**src/rtl/hog_stream_pkg.sv**
```systemverilog
// hog_stream_pkg: shared HOG window stream frame definition for serializer and deserializer
package hog_stream_pkg;
  localparam int WINDOW_WIDTH = 1152;
  localparam int BUS_WIDTH = 32;
  localparam int META_WIDTH = 3;
  localparam logic [7:0] HDR_SYNC = 8'hA5;
  localparam int HDR_SYNC_MSB = BUS_WIDTH - 1;
  localparam int HDR_SYNC_LSB = BUS_WIDTH - 8;
  localparam int HDR_META_LSB = 0;
  typedef enum logic [1:0] {HEADER, PAYLOAD, FULL} state_e;
  function automatic int frame_words(input int win_w, input int bus_w);
    return win_w / bus_w;
  endfunction
endpackage

```
**src/rtl/window_deserializer.sv**
```systemverilog
// window_deserializer: reassembles a header-tagged 32-bit word stream into one HOG window plus level tag
// stream/stream_valid/stream_ready: incoming words; window/metadata/window_valid/window_ready: assembled frame out
// frame_error: pulse per discarded non-header word; error_count: saturating discard count
module window_deserializer #(
  parameter int WINDOW_WIDTH = hog_stream_pkg::WINDOW_WIDTH,
  parameter int BUS_WIDTH = hog_stream_pkg::BUS_WIDTH,
  parameter int META_WIDTH = hog_stream_pkg::META_WIDTH,
  parameter logic [7:0] HDR_SYNC = hog_stream_pkg::HDR_SYNC
) (
  input  logic                    clk,
  input  logic                    rst,
  input  logic [BUS_WIDTH-1:0]    stream,
  input  logic                    stream_valid,
  output logic                    stream_ready,
  output logic [WINDOW_WIDTH-1:0] window,
  output logic [META_WIDTH-1:0]   metadata,
  output logic                    window_valid,
  input  logic                    window_ready,
  output logic                    frame_error,
  output logic [7:0]              error_count
);
  import hog_stream_pkg::*;
  localparam int WORDS = frame_words(WINDOW_WIDTH, BUS_WIDTH);
  localparam int CW = $clog2(WORDS);
  if (WINDOW_WIDTH % BUS_WIDTH != 0) begin : g_chk
    $fatal(1, "WINDOW_WIDTH must be a multiple of BUS_WIDTH");
  end
  state_e state_q;
  logic [CW-1:0] cnt_q;
  logic [BUS_WIDTH-1:0] word_q [WORDS];
  logic [META_WIDTH-1:0] meta_q;
  logic ready_q, valid_q, frame_error_q;
  logic [7:0] err_q;
  logic accept, sync_ok, last;
  assign accept = stream_valid && ready_q;
  assign sync_ok = stream[BUS_WIDTH-1 -: 8] == HDR_SYNC;
  assign last = cnt_q == CW'(WORDS - 1);
  always_ff @(posedge clk)
    if (rst) begin
      state_q <= HEADER;
      cnt_q <= '0;
      meta_q <= '0;
      ready_q <= 1'b0;
      valid_q <= 1'b0;
      frame_error_q <= 1'b0;
      err_q <= '0;
      for (int i = 0; i < WORDS; i++) word_q[i] <= '0;
    end else begin
      frame_error_q <= 1'b0;
      case (state_q)
        HEADER: begin
          ready_q <= 1'b1;
          if (accept && sync_ok) begin
            meta_q <= stream[META_WIDTH-1:0];
            cnt_q <= '0;
            state_q <= PAYLOAD;
          end else if (accept) begin
            frame_error_q <= 1'b1;
            err_q <= err_q + 8'(err_q != 8'hFF);
          end
        end
        PAYLOAD: if (accept) begin
          word_q[cnt_q] <= stream;
          cnt_q <= last ? '0 : cnt_q + CW'(1);
          if (last) begin
            state_q <= FULL;
            ready_q <= 1'b0;
            valid_q <= 1'b1;
          end
        end
        FULL: if (window_ready) begin
          state_q <= HEADER;
          ready_q <= 1'b1;
          valid_q <= 1'b0;
        end
        default: state_q <= HEADER;
      endcase
    end
  for (genvar k = 0; k < WORDS; k++) begin : g_win
    assign window[k*BUS_WIDTH +: BUS_WIDTH] = word_q[k];
  end
  assign stream_ready = ready_q;
  assign metadata = meta_q;
  assign window_valid = valid_q;
  assign frame_error = frame_error_q;
  assign error_count = err_q;
endmodule
```
**config.mk**
```make
export PLATFORM = sky130hd
export DESIGN_NAME = window_deserializer
export DESIGN_NICKNAME = d
export VERILOG_FILES = /design/src/rtl/hog_stream_pkg.sv /design/src/rtl/window_deserializer.sv
export SDC_FILE = /design/constraint.sdc
export NUM_CORES = 1
export LEC_CHECK = 0
export CORE_AREA = 2 2 464 466
export CTS_BUF_LIST = sky130_fd_sc_hd__clkbuf_4 sky130_fd_sc_hd__clkbuf_8
export DETAILED_ROUTE_END_ITERATION = 10
export DIE_AREA = 0 0 466 468
export GPL_ROUTABILITY_DRIVEN = 0
export GPL_TIMING_DRIVEN = 0
export MAX_ROUTING_LAYER = met4
export PLACE_DENSITY = 0.45
export SLEW_MARGIN = 40
export SYNTH_ARGS = -nofsm -noshare
export SYNTH_HDL_FRONTEND = slang
export SYNTH_SLANG_ARGS = --single-unit
```
**constraint.sdc**
```tcl
create_clock -name clk -period 2.1 [get_ports clk]
set_input_delay 0.42 -clock clk [delete_from_list [all_inputs] [get_ports clk]]
set_output_delay 0.42 -clock clk [all_outputs]
set_load 0.02 [all_outputs]
```
* Yosys cells after proc, flatten, opt, wreduce, memory -nomap -nowiden
Memory sizes are Yosys's and may differ from the RTL's.
Index checks and enable logic that the tools add are counted.
** Storage, ports and cells
- Register bits after elaboration :: 22
- RAM bits :: 1152
- Input bits :: 36
- Output and inout bits :: 1166
- Word-level logic and storage cells :: 61
- Memories :: 1
** Cells by class
- $add $sub $neg :: 2
- Equal/unequal tests :: 9
- Multiplexer cells :: 26
- Bitwise logic cells :: 2
- Reduce and logical (&&, ||, !) cells :: 14
** Memories
- word_q :: depth 36, bits a word 32, rd ports 36, clocked after Yosys merged registers in 0, write ports 36, RTL line window_deserializer.sv:30 : logic [BUS_WIDTH-1:0] word_q [WORDS];
** Operator list (number)
- $mux 32 :: 1
- $reduce_or 32->1 :: 1
- $mux 6 :: 4
- $mux 1 :: 13
- $pmux 6 s2 :: 1
- $reduce_and 4->1 :: 3
- $add 8x1->8 :: 1
- $eq 8x8->1 const B :: 1
- $mux 2 :: 4
- $ne 2x2->1 const B :: 4
- $ne 8x8->1 const B :: 1
- $add 6x1->6 const B :: 1
- $eq 6x6->1 const B :: 1
- $pmux 2 s3 :: 1
- $reduce_and 3->1 :: 2
- $reduce_bool 2->1 :: 2
- $pmux 1 s3 :: 1
- $reduce_bool 3->1 :: 1
- $reduce_or 3->1 :: 1
- $eq 2x1->1 const B :: 1
- $eq 2x2->1 const B :: 1
- $logic_and 1x1->1 :: 2
- $logic_not 2->1 :: 1
- $not 1->1 :: 2
- 2 further kinds :: 2

* Longest topological paths before layout
- Word-level depth :: 7
- Gate-level depth with buffers :: 8
- Mapped depth without buffers :: 8

* Worst setup path after synthesis
No wires, ideal clock.
- Path type :: register to register
- Start :: register ready_q, in the netlist stream_ready
- End :: memory word_q[31][0] (enable)
- Library setup time :: 375 ps
- Arrival time :: 1994 ps
- Data required time :: 1725 ps
- Path slack :: -269 ps
- Stages on the path, launching flop included :: 6
- Buffers on the path :: 1
- Period minus slack after synthesis :: 2369 ps
- Cell sequence :: dfxtp_1 and3b_1 clkbuf_1 nand4_4 nor2_4 or2_2
** RTL lines
- start: declaration :: RTL line window_deserializer.sv:32 : logic ready_q, valid_q, frame_error_q;
- start signal: assignment :: RTL line window_deserializer.sv:43 : ready_q <= 1'b0;
- start signal: assignment :: RTL line window_deserializer.sv:52 : ready_q <= 1'b1;
- start signal: assignment :: RTL line window_deserializer.sv:67 : ready_q <= 1'b0;
- end: declaration :: RTL line window_deserializer.sv:30

==> flow_summary.json <==
{
  "status": "finished with violations",
  "min_path_cells": 2,
  "combPwrFrac_pct": 10.1,
  "skew_ns": 0.0505,
  "port_buffers": 1201,
  "powerDensity_mw_per_mm2": 843,
  "worstSetupPathType": "flop to flop",
  "layout_commonest_cell": "edfxtp_1",
  "syn_nets": 2763,
  "ant_nets": 0,
  "cts.sinks": 1174,
  "cts_buffers": 215,
  "cts_tree": "done",
  "swShare_pct": 27.0,
  "tns_ns": -3.34,
  "tightest_slew_ns": 0.909,
  "pwr-share-clk_pct": 40.3,
  "final.setup.worst_slack_ns": -0.0561,
  "max-vdd-ir-drop_mv": 0.548,
  "switchingPower_mw": 14.7,
  "r2r_start": "state_q[1]",
  "max_freq_ghz": 0.464,
  "worstPathRequired_ns": 2.77,
  "synthCells": 2724,
  "cts_htree_levels": 4,
  "hold_viol": 0,
  "drtIter0Drc": 2201,
  "chipWidth_um": 466,
  "clockBufferDepth": 3,
  "synthDominantCellAreaShare_pct": 78.1,
  "initial_core_util_pct": 20.8,
  "grt_max_degree": 33,
  "drive_gt1_share_pct": 43.8,
  "pre_cts_ws_ns": -2.18,
  "violations": "negative setup slack",
  "cp_max_fo": 9,
  "hp-class": "input pin to flop",
  "ys_ff_latch": 1174,
  "num_rows": 170,
  "routed_wl_um": 240000,
  "cp_common_cell": "buf_12",
  "pwr-share-seq_pct": 49.5,
  "antenna_found_initial": 43,
  "drv_slew": 0,
  "final_nets": 4487,
  "vias": 30090,
  "first_global_vias": 30843,
  "period_minus_slack_ns": 2.16,
  "die_area_mm2": 0.218,
  "post-route-util_pct": 30.3,
  "power_mw": 54.5,
  "synth_area_leaders": "edfxtp_1 (78%), and2_1 (16%), clkbuf_1 (1.6%)",
  "insertion_delay_ns": 0.96,
  "yosys.area.top_type": "edfxtp_1",
  "crit_path_top_delay_cell": "dfxtp_4",
  "cts_root_buf": "clkbuf_8",
  "dp_cells": 6786,
  "p_int_mw": 39.8,
  "slew_headroom_pct": 39.4,
  "synth_edf_count": 1152,
  "area_growth_pct": 46.1,
  "power_leakage_nw": 26.4,
  "cp.arrival_ns": 2.82,
  "ys_warn_count": 0,
  "rrSetupSlack_ns": -0.06,
  "clkSlewWorstSetupHoldPaths_ns": 0.07,
  "cp-end-kind": "flop",
  "dr.pass1.iters": 5,
  "seq_area_frac_synth_pct": 79.1,
  "worstPathCellList": "nor3b_4 -> buf_12 -> buf_12 -> nand4b_4 -> buf_12 -> buf_12 -> nor2_4 -> buf_12 -> or2_4 -> buf_12",
  "synth-async-reset-ratio_pct": 0,
  "drv_cap": 0,
  "syn_area_per_cell_um2": 16.3,
  "finalCritPeriodShare_pct": 103,
  "final_cell_mix": "edfxtp_1 (1,152), and2_1 (1,151), clkbuf_2 (1,053)",
  "cp_slowest_stage_delay_ns": 0.36,
  "instances_no_fill": 7488,
  "grt_usage_pct": 22.0,
  "syn_area_mm2": 0.0443,
  "yosys_most_used_dff": "edfxtp_1",
  "rsz0062_at_grt": "true",
  "wl_per_cell_um": 32.0,
  "whs_endpoint": "word_q[3][16]",
  "yosysUniqueCellTypes": 50,
  "grt_pass1_wl_um": 305000,
  "report.final.setup_viol": 137,
  "coreArea_mm2": 0.213,
  "hpwl_um": 163000,
  "r2r_cells": 10,
  "pin_count": 1202,
  "route.detailed.drc": 0,
  "die_h_um": 468,
  "vias_per_cell": 4.02,
  "r2r_end": "word_q[22][26]",
  "startpoint_type": "flop",
  "hp-start": "stream[16]",
  "grt_overflow": 0
}
-- synthesized netlist by cell type, drive strengths merged, types with 2 or more instances --
cell,n
dfxtp,22
nand2b,3
nand3,8
nor2,50
nand4,7
nor4bb,2
inv,5
edfxtp,1152
nand2,5
ha,3
a21oi,5
clkbuf,218
or2,37
and3b,2
and2,1153
nor4,2
mux2i,6
nor2b,3
a211oi,3
xnor2,6
nand3b,3
o21ai,3
nor3b,2
nand4b,3
a2111oi,3
or3b,2
-- per-stage QoR --
step	instance area [µm²]	hold slack (ns)
2_1_floorplan	44400	0.526
3_3_place_gp	60000	0.470
3_5_place_dp	60500	0.474
4_1_cts	67500	0.00766
5_1_grt	64600	0.0596
6_report	64700	0.136
-- flip-flops by register name (all words and copies together), names as in the netlist --
| signal | flops |
|---|---|
| window_valid | 1 |
| metadata | 3 |
| cnt_q | 6 |
| frame_error | 1 |
| error_count | 8 |
| word_q | 1152 |
| stream_ready | 1 |
| state_q | 2 |
-- layer usage --
metal | part of all wire (%) | GRT usage, %
met5 | 0 | -
met4 | 2.8 | 5.79
met3 | 9.1 | 7.47
met2 | 48 | 36.1
met1 | 40 | 25.5
-- power groups by stage --
stage	Sequential [mW]	Clock [mW]	Combinational, mW
finish	27.0	22.0	5.53
global route	27.1	23.6	5.74
CTS	27.0	22.7	5.80
detailed placement	27.5	0	5.73
global placement	27.5	0	5.68
floorplan	28.8	0	0.557
-- critical path: cells and delay by family, from the launching register on --
| family | cells | cell delay [ns] |
|---|---|---|
| DFF | 1 | 0.36 |
| buffers and inverters | 6 | 0.87 |
| and+or+nand+nor | 4 | 0.58 |
-- what timing repair did --
item                                    in CTS  in global routing
gates cloned                                37                  7
endpoints found under the hold margin      106                  0
gates resized for setup                   1746               2317
buffers inserted                           211                 30
pin swaps                                   43                 12
endpoints found under the setup margin    3470               2218
hold buffers                                27                  0
-- kinds of logic (layout without fill, tap and decap cells) --
group,after synthesis,count (layout),share of synthesized area (%)
AOI/OAI and AO/OA,24,24,0.381
xor gates and xnor gates,6,6,0.119
adders and majority gates,3,3,0.0847
buffers and inverters,224,2081,1.98
DFF,1174,1174,79.1
muxes,6,6,0.136
other,0,32,0
and+or+nand+nor,1287,1324,18.2
-- worst max-delay path by stage --
stage | start | endpoint | slack, ns | cells past startpoint
finish | state_q[1] | word_q[22][26] | -0.06 | 10
CTS | word_q[27][5] | window[869] | -0.36 | 1
global placement | rst | word_q[19][31] | -2.79 | 5
global route | word_q[11][13] | window[365] | -0.12 | 1
floorplan | rst | word_q[31][0] | -0.006 | 4
detailed placement | rst | word_q[21][8] | -2.18 | 5
-- area by class of cell --
class / count / area (µm²)
Buffer: 190 / 1030
Clock inverter: 96 / 636
Fill cell: 21803 / 149000
Multi-Input combinational cell: 1363 / 9050
Clock buffer: 291 / 3550
Antenna cell: 32 / 80.1
Tap cell: 2838 / 3550
Sequential cell: 1174 / 35100
Inverter: 5 / 18.8
Timing Repair Buffer: 1499 / 11700
Note: power is estimated with default switching activity, not from simulation.
